`config.mk`:
```
export PLATFORM = sky130hd
export DESIGN_NAME = seg_value_fmt
export DESIGN_NICKNAME = d
export VERILOG_FILES = /design/src/rtl/seg_pkg.sv /design/src/rtl/bcd_add3_stage.sv /design/src/rtl/seg_value_fmt.sv
export SDC_FILE = /design/constraint.sdc
export NUM_CORES = 1
export LEC_CHECK = 0
export BUFFER_PORTS_ARGS = -buffer_cell sky130_fd_sc_hd__buf_2
export CORE_AREA = 2 2 110 112
export DETAILED_ROUTE_END_ITERATION = 10
export DIE_AREA = 0 0 112 114
export PLACE_DENSITY = 0.73
export SLEW_MARGIN = 20
export SYNTH_ARGS = -nofsm -noshare
export SYNTH_HDL_FRONTEND = slang
export SYNTH_SLANG_ARGS = --single-unit
```
`constraint.sdc`:
```
create_clock -name sys_clk -period 3.9 [get_ports sys_clk]
set_input_delay 1.17 -clock sys_clk [delete_from_list [all_inputs] [get_ports sys_clk]]
set_output_delay 1.17 -clock sys_clk [all_outputs]
set_load 0.01 [all_outputs]
```
`src/rtl/seg_pkg.sv`:
```
// Shared constants and types for the seven-segment value path: digit
// geometry, the formatter FSM state type and the glyph codes the display
// driver understands besides 0..9.
package seg_pkg;

    localparam int SEG_DIGITS = 6;
    localparam int BCD_W      = 24;
    localparam int MAG_W      = 20;
    localparam int CNT_W      = 5;

    typedef enum logic [1:0] {
        S_IDLE = 2'd0,
        S_CONV = 2'd1,
        S_DONE = 2'd2
    } state_e;

    // Non-numeric glyphs; the driver maps these to a minus bar and a dark digit.
    localparam logic [3:0] DIG_MINUS = 4'd10;
    localparam logic [3:0] DIG_BLANK = 4'd11;

    // A BCD digit at 5 or above would leave the 0..9 range after doubling.
    function automatic logic nibble_needs_add3(input logic [3:0] digit);
        return digit >= 4'd5;
    endfunction

endpackage

```
`src/rtl/bcd_add3_stage.sv`:
```
// Combinational correction step of the shift-add-3 binary-to-BCD algorithm:
// every packed digit that is 5 or more gets 3 added so that the following
// left shift carries correctly into the next decimal digit.
module bcd_add3_stage
    import seg_pkg::*;
(
    input  logic [BCD_W-1:0] bcd_i,
    output logic [BCD_W-1:0] bcd_o
);

    // Apply the +3 correction independently to each nibble.
    always_comb begin
        // NOTE: bcd_o gets a full default first so no path leaves it unassigned,
        // which keeps this block purely combinational instead of inferring latches.
        bcd_o = bcd_i;
        for (int n = 0; n < BCD_W / 4; n++) begin
            if (nibble_needs_add3(bcd_i[4*n +: 4])) begin
                bcd_o[4*n +: 4] = bcd_i[4*n +: 4] + 4'd3;
            end
        end
    end

endmodule

```
`src/rtl/seg_value_fmt.sv`:
```
// Front end for the six-digit 7-segment driver. Takes a signed value over a
// valid/ready handshake, saturates its magnitude, converts it to packed BCD
// with an iterative shift-add-3 engine, and then presents a stable display set
// together with a one-cycle out_valid pulse.
module seg_value_fmt
    import seg_pkg::*;
#(
    parameter int IN_W    = 21,
    parameter int DP_POS  = 0,
    parameter int MAX_MAG = 999999
) (
    input  logic                  sys_clk,
    input  logic                  sys_rst,
    input  logic [IN_W-1:0]       in_data,
    input  logic                  in_valid,
    output logic                  in_ready,
    output logic [MAG_W-1:0]      disp_data,
    output logic                  disp_sign,
    output logic [SEG_DIGITS-1:0] disp_point,
    output logic                  disp_en,
    output logic [BCD_W-1:0]      bcd,
    output logic                  ovf,
    output logic                  out_valid
);

    // Parameter legality is settled at elaboration; a bad instance never builds.
    if (IN_W < MAG_W + 1 || IN_W > 32) begin : g_bad_in_w
        $error("seg_value_fmt: IN_W must be within 21..32");
    end
    if (DP_POS < 0 || DP_POS >= SEG_DIGITS) begin : g_bad_dp_pos
        $error("seg_value_fmt: DP_POS must be within 0..5");
    end
    if (MAX_MAG < 0 || MAX_MAG > 999999) begin : g_bad_max_mag
        $error("seg_value_fmt: MAX_MAG must fit in six decimal digits");
    end

    localparam logic [IN_W:0]           MAX_MAG_EXT = (IN_W + 1)'(MAX_MAG);
    localparam logic [MAG_W-1:0]        MAX_MAG_M   = MAG_W'(MAX_MAG);
    localparam logic [CNT_W-1:0]        LAST_SHIFT  = CNT_W'(MAG_W - 1);
    // Digit 0 never carries a point, so DP_POS == 0 means "no point".
    localparam logic [SEG_DIGITS-1:0]   DP_ONEHOT   =
        (DP_POS == 0) ? '0 : (SEG_DIGITS'(1) << DP_POS);

    // Control state
    state_e             state_q, state_d;
    logic               in_ready_q, in_ready_d;

    // Captured operand and conversion engine
    logic               sign_q, sign_d;
    logic [MAG_W-1:0]   mag_q, mag_d;
    logic               ovf_nxt_q, ovf_nxt_d;
    logic [MAG_W-1:0]   shreg_q, shreg_d;
    logic [BCD_W-1:0]   bcd_acc_q, bcd_acc_d;
    logic [CNT_W-1:0]   cnt_q, cnt_d;

    // Presented outputs; only written in DONE so they never glitch mid-conversion
    logic [MAG_W-1:0]       disp_data_q, disp_data_d;
    logic                   disp_sign_q, disp_sign_d;
    logic [SEG_DIGITS-1:0]  disp_point_q, disp_point_d;
    logic                   disp_en_q, disp_en_d;
    logic [BCD_W-1:0]       bcd_q, bcd_d;
    logic                   ovf_q, ovf_d;
    logic                   out_valid_q, out_valid_d;

    // Magnitude path, one bit wider than the input so |most-negative| fits
    logic [IN_W:0]          in_ext;
    logic [IN_W:0]          mag_full;
    logic                   mag_sat;
    logic [MAG_W-1:0]       mag_cap;

    // Shift-add-3 datapath
    logic [BCD_W-1:0]       bcd_fix;
    logic [BCD_W+MAG_W-1:0] shifted;

    logic                   accept;

    assign in_ext   = {in_data[IN_W-1], in_data};
    assign mag_full = in_data[IN_W-1] ? (~in_ext + 1'b1) : in_ext;
    // Compare at full width before dropping the upper bits.
    assign mag_sat  = mag_full > MAX_MAG_EXT;
    assign mag_cap  = mag_sat ? MAX_MAG_M : mag_full[MAG_W-1:0];

    assign accept   = in_valid && in_ready_q;

    bcd_add3_stage u_add3 (
        .bcd_i (bcd_acc_q),
        .bcd_o (bcd_fix)
    );

    assign shifted = {bcd_fix, shreg_q} << 1;

    // Next-state logic: capture in IDLE, one correct-and-shift per CONV cycle,
    // publish the result in DONE.
    always_comb begin
        state_d      = state_q;
        sign_d       = sign_q;
        mag_d        = mag_q;
        ovf_nxt_d    = ovf_nxt_q;
        shreg_d      = shreg_q;
        bcd_acc_d    = bcd_acc_q;
        cnt_d        = cnt_q;
        disp_data_d  = disp_data_q;
        disp_sign_d  = disp_sign_q;
        disp_point_d = disp_point_q;
        disp_en_d    = disp_en_q;
        bcd_d        = bcd_q;
        ovf_d        = ovf_q;
        out_valid_d  = 1'b0;

        unique case (state_q)
            S_IDLE: begin
                if (accept) begin
                    sign_d    = in_data[IN_W-1];
                    mag_d     = mag_cap;
                    ovf_nxt_d = mag_sat;
                    shreg_d   = mag_cap;
                    bcd_acc_d = '0;
                    cnt_d     = '0;
                    state_d   = S_CONV;
                end
            end
            S_CONV: begin
                {bcd_acc_d, shreg_d} = shifted;
                cnt_d                = cnt_q + 5'd1;
                if (cnt_q == LAST_SHIFT) begin
                    state_d = S_DONE;
                end
            end
            S_DONE: begin
                disp_data_d  = mag_q;
                disp_sign_d  = sign_q && (mag_q != '0);
                disp_point_d = DP_ONEHOT;
                disp_en_d    = 1'b1;
                bcd_d        = bcd_acc_q;
                ovf_d        = ovf_nxt_q;
                out_valid_d  = 1'b1;
                state_d      = S_IDLE;
            end
            default: begin
                state_d = S_IDLE;
            end
        endcase

        // Ready is registered so it is low throughout reset and rises on the
        // first clock after it.
        in_ready_d = (state_d == S_IDLE);
    end

    // State registers with synchronous reset; a reset mid-conversion drops the
    // partial result and clears everything the driver sees.
    always_ff @(posedge sys_clk) begin
        // NOTE: sequential state is written with non-blocking assignments only,
        // so every register samples the pre-edge values regardless of order.
        if (sys_rst) begin
            state_q      <= S_IDLE;
            in_ready_q   <= 1'b0;
            sign_q       <= 1'b0;
            mag_q        <= '0;
            ovf_nxt_q    <= 1'b0;
            shreg_q      <= '0;
            bcd_acc_q    <= '0;
            cnt_q        <= '0;
            disp_data_q  <= '0;
            disp_sign_q  <= 1'b0;
            disp_point_q <= '0;
            disp_en_q    <= 1'b0;
            bcd_q        <= '0;
            ovf_q        <= 1'b0;
            out_valid_q  <= 1'b0;
        end else begin
            state_q      <= state_d;
            in_ready_q   <= in_ready_d;
            sign_q       <= sign_d;
            mag_q        <= mag_d;
            ovf_nxt_q    <= ovf_nxt_d;
            shreg_q      <= shreg_d;
            bcd_acc_q    <= bcd_acc_d;
            cnt_q        <= cnt_d;
            disp_data_q  <= disp_data_d;
            disp_sign_q  <= disp_sign_d;
            disp_point_q <= disp_point_d;
            disp_en_q    <= disp_en_d;
            bcd_q        <= bcd_d;
            ovf_q        <= ovf_d;
            out_valid_q  <= out_valid_d;
        end
    end

    assign in_ready   = in_ready_q;
    assign disp_data  = disp_data_q;
    assign disp_sign  = disp_sign_q;
    assign disp_point = disp_point_q;
    assign disp_en    = disp_en_q;
    assign bcd        = bcd_q;
    assign ovf        = ovf_q;
    assign out_valid  = out_valid_q;

endmodule

```
# Yosys cells after proc, flatten, opt, wreduce, memory -nomap -nowiden
# Index checks and enable logic that the tools add are counted.
[totals]
regBits = 122
input_bits = 24
out_inout_bits = 55
[op_classes]
addsub = 8
n_lt_le_gt_ge = 7
eq_ne = 4
mux = 18
n_bitwise = 1
reduce_logical = 8
[op_table]
columns = ["op", "n"]
rows = [
  ["one-hot mux 24 bit (2 select lines)", 1],
  ["two-way mux 20 bit", 2],
  ["one-hot mux 20 bit (2 select lines)", 1],
  [">= comparator 4 x 3 -> 1 bit (second input constant)", 6],
  ["two-way mux 24 bit", 1],
  ["adder 22 x 1 -> 22 bit (second input constant)", 1],
  ["greater-than comparator 22 x 20 -> 1 bit (second input constant)", 1],
  ["two-way mux 22 bit", 1],
  ["NOT 22 bit", 1],
  ["adder 4 x 2 -> 4 bit (second input constant)", 5],
  ["two-way mux 4 bit", 5],
  ["nonzero test 20 bit", 1],
  ["one-hot mux 5 bit (2 select lines)", 1],
  ["adder 5 x 1 -> 5 bit (second input constant)", 1],
  ["equality test 5 bit (second input constant)", 1],
  ["two-way mux 5 bit", 1],
  ["logical NOT 2 bit", 2],
  ["two-way mux 2 bit", 2],
  ["one-hot mux 2 bit (2 select lines)", 1],
  ["AND reduction 2 bit", 2],
  ["adder 3 x 2 -> 3 bit (second input constant)", 1],
  ["two-way mux 3 bit", 1],
  ["equality test 2 x 1 -> 1 bit (second input constant)", 1],
  ["equality test 2 bit (second input constant)", 1],
  ["4 further kinds", 5],
]

# Depth between registers and ports, before layout
# Gate-level depths: netlist of the first run.
[logic_depth]
word_depth = 7
depth_mapped = 11
ltp_nobuf = 9

# By module
# A second synthesis of the first run with hierarchy kept.
[unflattened]
cells_unflattened = 676
area_unflattened_um2 = 5655.4
[modules_own_cells]
columns = ["mod", "instances", "cells_each", "area_per_inst_um2", "seq_area_each_um2"]
rows = [
  ["seg_value_fmt", 1, 580, 5047.3, 2442.3],
  ["bcd_add3_stage", 1, 96, 608.1, 0.0],
]

# Worst setup path after synthesis of the first run
# Ideal clock, no wire load.
[synth_timing]
kind = "input -> register"
from = "input in_data[8]"
to = "register mag_q[0]"
arrival_time_ns = 3.682
required_time_ns = 3.841
path_slack_ns = 0.159
stages = 11
cell_sequence = "buf_6 > or4_4 > buf_6 > nor4_4 > xor2_1 > o41ai_1 > o32ai_2 > or3_1 > buf_6 > buf_12 > nand2_2"
[synth_between]
elab_chain_len = 5
[synth_rtl]
columns = ["element", "line_no", "text"]
rows = [
  ["from (decl)", "seg_value_fmt.sv:14", "input logic [IN_W-1:0] in_data,"],
  ["NOT 22 bit", "seg_value_fmt.sv:78", "assign mag_full = in_data[IN_W-1] ? (~in_ext + 1'b1) : in_ext;"],
  ["adder 22 x 1 -> 22 bit", "seg_value_fmt.sv:78", ""],
  ["two-way mux 22 bit (*)", "seg_value_fmt.sv:78", ""],
  ["greater-than comparator 22 x 20 -> 1 bit (*)", "seg_value_fmt.sv:80", "assign mag_sat = mag_full > MAX_MAG_EXT;"],
  ["two-way mux 20 bit (*)", "seg_value_fmt.sv:81", "assign mag_cap = mag_sat ? MAX_MAG_M : mag_full[MAG_W-1:0];"],
  ["to (signal assigned)", "seg_value_fmt.sv:174", "mag_q <= mag_d;"],
  ["to (decl)", "seg_value_fmt.sv:50", "logic [MAG_W-1:0] mag_q, mag_d;"],
]
# Every way passes the cells marked *; elsewhere a longest branch is shown, timed or not.
# A chain may end at the register's enable or synchronous reset.

# Worst setup path in the final report of the first run
[layout_timing]
from = "input in_data[1]"
to = "register shreg_q[4]"
[layout_between]
elab_chain_len = 7
[layout_rtl]
columns = ["element", "line_no", "text"]
rows = [
  ["NOT 22 bit", "seg_value_fmt.sv:78", ""],
  ["adder 22 x 1 -> 22 bit", "seg_value_fmt.sv:78", ""],
  ["two-way mux 22 bit (*)", "seg_value_fmt.sv:78", ""],
  ["greater-than comparator 22 x 20 -> 1 bit", "seg_value_fmt.sv:80", ""],
  ["two-way mux 20 bit (*)", "seg_value_fmt.sv:81", ""],
  ["two-way mux 20 bit (*)", "seg_value_fmt.sv:112", "if (accept) begin"],
  ["one-hot mux 20 bit (2 select lines) (*)", "seg_value_fmt.sv:110", "unique case (state_q)"],
  ["to (signal assigned)", "seg_value_fmt.sv:176", "shreg_q <= shreg_d;"],
  ["to (decl)", "seg_value_fmt.sv:52", "logic [MAG_W-1:0] shreg_q, shreg_d;"],
]
# Every way passes the cells marked *; elsewhere a longest branch is shown, timed or not. The select of a mux whose other input is x is not followed.

==> results of run 1 <==
==> cell type report <==
cell class / count / share of cell area, %
Multi-Input combinational cell: 499 / 43.9
Sequential cell: 122 / 36.8
Clock buffer: 23 / 6.89
Timing Repair Buffer: 82 / 6.55
Tap cell: 147 / 2.77
Clock inverter: 8 / 2.17
Inverter: 16 / 0.904
==> metal layers <==
metal	track usage (%)	vias up	routed length (µm)
met3	4.62	30	631
met2	36.7	159	6580
met4	9.11	0	300
met5	0	-	0
met1	25.6	2344	5940
li1	-	2476	-
==> kinds of logic after synthesis <==
kind of cell	Yosys count	share of synthesized area, %
compound gates	186	20.4
xor+xnor	28	4.32
fa+ha+maj	14	3.09
buf+inv	65	5.96
flops	122	43.1
mux	2	0.375
other cells	1	0.0661
simple gates	263	22.7
==> registers in the layout, indices dropped and copies added, names as in the netlist, 2 cells and up <==
register   cells
bcd           24
bcd_acc_q     24
disp_data     20
mag_q         20
shreg_q       20
cnt_q          5
state_q        2
==> power breakdown <==
group	leakage [nW]	internal (mW)	switching, mW	total, mW
Combinational	1.34	0.0780	0.149	0.227
Sequential	0.987	1.28	0.0226	1.30
Clock	0.295	1.08	0.531	1.61
Total	2.62	2.44	0.703	3.14
==> worst max-delay path: cells and delay by family <==
family	cells	cell delay (ns)
fa+ha+maj	1	0.21
xor+xnor	1	0.12
buf+inv	3	0.38
compound gates	3	0.77
simple gates	3	1.24
==> stage by stage <==
| stage | instances | area (µm²) | setup TNS, ns | hold slack (ns) | setup slack [ns] |
|---|---|---|---|---|---|
| 3_3_place_gp | 866 | 6040 | 0 | 0.438 | 0.0167 |
| 4_1_cts | 897 | 6640 | 0 | 0.453 | 0.324 |
| 2_1_floorplan | 686 | 5690 | 0 | 0.423 | 0.159 |
| 6_report | 897 | 6640 | 0 | 0.450 | 0.326 |
| 3_5_place_dp | 866 | 6040 | -0.868 | 0.436 | -0.0980 |
| 5_1_grt | 897 | 6640 | 0 | 0.462 | 0.164 |
==> synthesized netlist by cell type, types with 2 or more instances <==
cell type,number
nor2_1,29
nor4_4,3
nand3_1,17
o311ai_1,2
buf_1,6
o21ai_0,29
nand2_2,10
a22oi_1,9
a21boi_0,3
nor4_1,8
ha_1,14
buf_6,6
a32o_1,6
nor3_1,5
nor2_2,2
nand4b_1,2
inv_1,15
and3_1,11
a211oi_1,2
nand2b_1,12
clkbuf_1,27
o221ai_1,2
nor2b_1,5
o32ai_1,5
buf_4,7
dfxtp_1,122
or3_1,5
o31ai_1,8
nand2_1,142
a21oi_1,92
xnor2_1,19
o22ai_1,10
or4_4,3
xor2_1,9
o211ai_1,4
o41ai_1,2
==> path summary, 6_finish.rpt <==
path | depth (start not counted) | slack [ns] | to | startpoint
worst max-delay path | 11 | 0.33 | shreg_q[4] | in_data[1]
worst min-delay path | 2 | 0.45 | bcd[13] | bcd[13]
worst max register to register | 8 | 1.50 | shreg_q[0] | state_q[0]
worst min register to register | 2 | 0.45 | bcd[13] | bcd[13]
==> results.toml, run 1 <==
[final_layout]
antenna_cells = 0
ff_latch_area_um2 = 2440
fin_util_pct = 56.7
syn_to_final_growth_pct = 17.1
nets = 776
mostFrequentLayoutCell = "nand2_1"
final_cell_mix = "nand2_1 (142), dfxtp_1 (122), a21oi_1 (92), buf_2 (72)"
drive_above_1_share_pct = 18.7
multiInputGateArea_um2 = 2920
fillers = 1072

[global_route]
grt_max_degree = 63
antenna_found_initial = 0
grt_usage_pct = 21.2
grt_pass1_vias = 4813
grt_pass1_wl_um = 22200
grt_overflow = 0

[synthesis]
synth_area_leaders = "dfxtp_1 (43%), nand2_1 (9.4%), a21oi_1 (8.1%)"
synth_edf_count = 0
netlist_area_um2 = 5670
synth-async-reset-ratio_pct = 0
synth_cell_types = 64
synth_seq_cells = 122
synthFlopType = "dfxtp_1"
yosys.area.top_type = "dfxtp_1"
synthCells = 681
netlist.area_leader.share_pct = 43.1
synth_seq_area_share_pct = 43.1
avgSynthCellArea_um2 = 8.33
synth_warnings = 0

[sta]
timing.slew.headroom_pct = 32.2
finalMaxSlewViolations = 0
fin_skew_ns = 0.00578
finalCriticalPeriod_ns = 3.57
setup_viol = 0
rsz0062_at_grt = "no"
max_freq_mhz = 280
finalHoldViolations = 0
post-route-period-util_pct = 91.6
tightest_slew_ns = 1.02

[critical_path]
cp_data_required_time_ns = 4.23
crit_arrival_ns = 3.91
slowest_stage = "or4b_2"
crit_type = "input port to flop"
slowest_delay_ns = 0.64
path_cells = "buf_2, inv_1, ha_1, or4b_2, nor4_4, xor2_1, o41ai_1, o32ai_2, or3_1, buf_4, o211ai_1"
cp-start-kind = "input port"
cp_max_fo = 15
end_kind = "flop"

[floorplanning]
start_util_pct = 48.4
ios = 79
core_um2 = 11700
die_height_um = 114
rows = 40
die-width_um = 112
die_area_um2 = 12800

[placed_design]
place.gp.congestion = 0.856
dp_hpwl_um = 9180
io_buffers = 72

[clock_network]
cts.clk_slew.worst_paths_ns = 0.05
worstSkewPairLatency_ns = 0.41
tritoncts = "done"
htreeDepth = 4
cts-root-buf = "clkbuf_16"
ctsHoldBuffers = 0
cts_sinks = 122
post_cts_resized = 0
cts_setup_buffers = 0
cts_max_path_buffers = 2
numCtsBuffers = 17

[worst_hold_path]
worstHoldPathType = "flop to flop"

[route]
drt_pass1_iterations = 5
vias_per_cell = 5.58
wl_um = 13400
ant_nets = 0
drc_errors = 0
drt_iter0_drc = 422
routed-via-count = 5009
wl_per_cell_um = 15.0

[power_and_ir_drop]
irDropWorstVdd_mv = 0.345
p_per_area_nw_per_um2 = 473
power_mw = 3.14
p_leak_nw = 2.62

[job]
cap_viol_max_count = 0

[status]
outcome = "finished, final reports clean"
No activity file was read; power rests on OpenSTA's default activity.
==> run 2: changes to the inputs <==
--- a/config.mk
+++ b/config.mk
@@ -5,11 +5,11 @@
 export SDC_FILE = /design/constraint.sdc
 export NUM_CORES = 1
 export LEC_CHECK = 0
-export BUFFER_PORTS_ARGS = -buffer_cell sky130_fd_sc_hd__buf_2
 export CORE_AREA = 2 2 110 112
 export DETAILED_ROUTE_END_ITERATION = 10
 export DIE_AREA = 0 0 112 114
-export PLACE_DENSITY = 0.73
+export DONT_BUFFER_PORTS = 1
+export PLACE_DENSITY = 0.66
 export SLEW_MARGIN = 20
 export SYNTH_ARGS = -nofsm -noshare
 export SYNTH_HDL_FRONTEND = slang
==> run 2 against run 1 <==
Effect of this change: non-clock buffer count fell by 76; first-iteration DRC count down 18%; sequential power about the same; flip-flop and latch count did not move; clock power hardly changed; utilization is 3.3 points lower; design area fell by 5.8%; via count decreased by 7.7%; combinational power fell by 24%; global-route usage shrank 0.33 points; final cell count is 8.4% lower.
==> results.toml, run 2 (synthesis gave the netlist of run 1 again) <==
[status]
outcome = "finished, final reports clean"

[power_and_ir_drop]
p_leak_nw = 2.23
p_per_area_nw_per_um2 = 487
irDropWorstVdd_mv = 0.250

[route]
ant_nets = 0
routed-via-count = 4623
wl_per_cell_um = 15.7
vias_per_cell = 5.62
drc_errors = 0
drt_iter0_drc = 347
wl_um = 12900
drt_pass1_iterations = 5

[placed_design]
place.gp.congestion = 0.843
io_buffers = 0
dp_hpwl_um = 8810
dp_slack_ns = -0.0388

[sta]
finalMaxSlewViolations = 0
rsz0062_at_grt = "no"
setup_viol = 0
fin_hold_ws_ns = 0.457
max_freq_mhz = 284
finalHoldViolations = 0
tightest_slew_ns = 1.04
post-route-period-util_pct = 90.2
timing.slew.headroom_pct = 30.7
fin_skew_ns = 0.0151
layout_setup_ws_ns = 0.384
finalCriticalPeriod_ns = 3.52
fin_tns_setup_ns = 0

[final_layout]
antenna_cells = 0
mostFrequentLayoutCell = "nand2_1"
syn_to_final_growth_pct = 10.3
fin_util_pct = 53.4
final_cell_mix = "nand2_1 (142), dfxtp_1 (122), a21oi_1 (92), o21ai_0 (29), nor2_1 (29)"
nets = 700
drive_above_1_share_pct = 10.4

[floorplanning]
core_um2 = 11700
rows = 40
start_util_pct = 48.4
ios = 79
die_area_um2 = 12800
die-width_um = 112
die_height_um = 114

[worst_hold_path]
worstHoldPathCells = 2
worstHoldPathType = "flop to flop"
whs_endpoint = "ovf_nxt_q"
hp-start = "ovf_nxt_q"

[critical_path]
crit_type = "input port to flop"
crit_arrival_ns = 3.86
cp-start-kind = "input port"
end_kind = "flop"
rr_endpoint = "shreg_q[0]"
r2r_cells = 8
reg2reg_from = "state_q[0]"
r2r_slack_ns = 1.52
cp_data_required_time_ns = 4.24
cp_max_fo = 15

[clock_network]
cts_max_path_buffers = 2
post_cts_resized = 0
ctsHoldBuffers = 0
worstSkewPairLatency_ns = 0.42
cts_setup_buffers = 0
numCtsBuffers = 17
cts-root-buf = "clkbuf_16"
htreeDepth = 4
tritoncts = "done"
cts.clk_slew.worst_paths_ns = 0.06
cts_sinks = 122

[global_route]
grt_usage_pct = 20.9
grt_overflow = 0
grt_pass1_wl_um = 21500
grt_max_degree = 84
grt_pass1_vias = 4463
antenna_found_initial = 0

[job]
cap_viol_max_count = 0
[run 2: worst max path at each step]
stage / cells after the start / start / endpoint / slack [ns]
floorplan: 11 / in_data[8] / mag_q[0] / 0.16
global placement: 10 / in_data[0] / shreg_q[3] / 0.05
detailed placement: 10 / in_data[0] / shreg_q[3] / -0.04
CTS: 10 / in_data[0] / shreg_q[3] / 0.39
global route: 10 / in_data[1] / shreg_q[3] / 0.24
finish: 10 / in_data[0] / shreg_q[3] / 0.38
[run 2: cell type report]
cell class | instances | area (µm²)
Tap cell | 147 | 184
Timing Repair Buffer | 6 | 45.0
Fill cell | 1118 | 5460
Inverter | 16 | 60.1
Clock inverter | 12 | 139
Multi-Input combinational cell | 499 | 2920
Clock buffer | 20 | 467
Sequential cell | 122 | 2440
[run 2: routing by layer]
metal | routed length, µm | global-route usage [%]
met2 | 6310 | 35.6
met4 | 209 | 7.56
met3 | 561 | 5.10
met5 | 0 | 0
met1 | 5830 | 25.9
[run 2: power breakdown]
group	internal (mW)	leakage [nW]	total, mW	switching, mW
logic	0.0677	0.955	0.173	0.105
clock network	0.997	0.286	1.58	0.578
registers	1.28	0.987	1.30	0.0233
total	2.34	2.23	3.05	0.706
[run 2: worst max-delay path, stage by stage]
cell and delay [ns]:
inv_1 0.04, ha_1 0.22, or4b_2 0.65, nor4_4 0.23
xor2_1 0.11, o41ai_1 0.48, o32ai_2 0.22, or3_1 0.41
buf_4 0.21, o211ai_1 0.10
[run 2: through the flow]
stage	cells	total power, mW	instance area, µm²
after detailed placement	790	1.50	5650
final	822	3.05	6260
after global routing	822	3.15	6260
after floorplan	686	1.48	5690
after CTS	822	3.07	6260
after global placement	790	1.50	5650
==> run 3: changes to the inputs <==
--- a/config.mk
+++ b/config.mk
@@ -9,7 +9,6 @@
 export DETAILED_ROUTE_END_ITERATION = 10
 export DIE_AREA = 0 0 112 114
 export DONT_BUFFER_PORTS = 1
-export PLACE_DENSITY = 0.66
 export SLEW_MARGIN = 20
 export SYNTH_ARGS = -nofsm -noshare
 export SYNTH_HDL_FRONTEND = slang
==> constraint.sdc (replaced) <==
create_clock -name sys_clk -period 4.1 [get_ports sys_clk]
set_input_delay 1.23 -clock sys_clk [delete_from_list [all_inputs] [get_ports sys_clk]]
set_output_delay 1.23 -clock sys_clk [all_outputs]
set_load 0.01 [all_outputs]
==> run 3 against run 2 <==
Effect of this change: setup slack improved by 0.15 ns; clock-buffer cell count rose by 2; critical path depth did not move; global-route usage rose by 0.11 points; register-to-register slack improved by 0.49 ns; via count rose by 0.52%; flip-flop and latch count did not move; clock power fell by 4%; critical path type unchanged; largest power group unchanged.
==> results.toml, run 3 (synthesis gave the netlist of run 1 again) <==
[route]
wl_um = 13100
wl_per_cell_um = 15.9
vias_per_cell = 5.65
drt_pass1_iterations = 5
routed-via-count = 4647
drt_iter0_drc = 258
drc_errors = 0
ant_nets = 0

[placed_design]
io_buffers = 0
place.gp.congestion = 0.812
dp_hpwl_um = 8930
dpl_cell_area_um2 = 5650

[sta]
finalCriticalPeriod_ns = 3.56
fin_skew_ns = 0.00887
rsz0062_at_grt = "no"
finalMaxSlewViolations = 0
finalHoldViolations = 0
fin_tns_setup_ns = 0
timing.slew.headroom_pct = 36.7
max_freq_mhz = 281
post-route-period-util_pct = 86.9
setup_viol = 0
tightest_slew_ns = 0.950

[floorplanning]
core_um2 = 11700
die_height_um = 114
ios = 79
die_area_um2 = 12800
rows = 40
die-width_um = 112
start_util_pct = 48.4

[global_route]
use_met3_pct = 4.84
grt_pass1_wl_um = 21700
met1_usage_pct = 27.0
antenna_found_initial = 0
busiest_layer = "met2"
grt_max_degree = 84
grt_pass1_vias = 4384
grt_overflow = 0
grt_use_met2_pct = 35.2
grt_usage_pct = 21.0

[clock_network]
worstSkewPairLatency_ns = 0.41
cts_max_path_buffers = 2
numCtsBuffers = 17
tritoncts = "done"
ctsHoldBuffers = 0
cts_sinks = 122
cts.clk_slew.worst_paths_ns = 0.05
post_cts_resized = 0
htreeDepth = 4
cts-root-buf = "clkbuf_16"
cts_setup_buffers = 0

[power_and_ir_drop]
seq_power_share_pct = 42.5
irDropWorstVdd_mv = 0.292
p_leak_nw = 2.24
swShare_pct = 21.5
power_mw = 2.91
comb_power_share_pct = 5.7
p_per_area_nw_per_um2 = 465
internal-power_mw = 2.29
p_switching_mw = 0.626
p_clk_share_pct = 51.8

[final_layout]
syn_to_final_growth_pct = 10.6
antenna_cells = 0
mostFrequentLayoutCell = "nand2_1"
fin_util_pct = 53.5
final_cell_mix = "nand2_1 (142), dfxtp_1 (122), a21oi_1 (92), o21ai_0 (29), nor2_1 (29)"
final_area_um2 = 6270
drive_above_1_share_pct = 9.63
nets = 701

[critical_path]
crit_arrival_ns = 3.90
cp_data_required_time_ns = 4.44
cp_max_fo = 15
crit_type = "input port to flop"
end_kind = "flop"
cp-start-kind = "input port"

[worst_hold_path]
worstHoldPathType = "flop to flop"

[job]
cap_viol_max_count = 0

[status]
outcome = "finished, final reports clean"
-- run 3: cell count changes in the layout (fill, tap and decap cells not counted), sizes merged --
cell      change
buf           +1
clkinv        +1
bufinv        +2
clkbuf        +2
clkinvlp      -3
inv           -3
-- run 3: path summary, 6_finish.rpt --
| kind | start | to | slack, ns | cells after the start |
|---|---|---|---|---|
| max | in_data[0] | shreg_q[4] | 0.54 | 10 |
| min | sign_q | sign_q | 0.46 | 2 |
| max reg2reg | state_q[0] | bcd_acc_q[7] | 2.01 | 5 |
| min reg2reg | sign_q | sign_q | 0.46 | 2 |
-- run 3: final cells by class --
| cell class | count | area [µm²] |
|---|---|---|
| Fill cell | 1123 | 5440 |
| Multi-Input combinational cell | 499 | 2920 |
| Sequential cell | 122 | 2440 |
| Clock buffer | 22 | 444 |
| Tap cell | 147 | 184 |
| Clock inverter | 9 | 148 |
| Timing Repair Buffer | 7 | 72.6 |
| Inverter | 16 | 60.1 |
-- run 3: critical path: stages --
cell and delay (ns):
inv_1 0.03, ha_1 0.23, or4b_2 0.64, nor4_4 0.21, xor2_1 0.11, o41ai_1 0.50, o32ai_2 0.23, or3_1 0.41
buf_4 0.21, o211ai_1 0.09
-- run 3: power by group through the flow --
| stage | Sequential, mW | Clock (mW) | Combinational [mW] |
|---|---|---|---|
| CTS | 1.24 | 1.53 | 0.166 |
| global route | 1.24 | 1.58 | 0.185 |
| global placement | 1.26 | 0 | 0.163 |
| floorplan | 1.25 | 0 | 0.156 |
| detailed placement | 1.26 | 0 | 0.165 |
| finish | 1.24 | 1.51 | 0.166 |
-- run 3: per-stage QoR --
step | hold WS [ns] | instances | worst slack (ns)
final | 0.459 | 822 | 0.535
after global routing | 0.477 | 822 | 0.371
after CTS | 0.455 | 821 | 0.559
after detailed placement | 0.445 | 790 | 0.147
after global placement | 0.436 | 790 | 0.190
after floorplan | 0.423 | 686 | 0.299
-- run 3: layer usage --
layer / share of wire (%) / routed length, µm
met1: 46 / 5990
met2: 49 / 6430
met3: 4.2 / 548
met4: 1.0 / 133
met5: 0 / 0
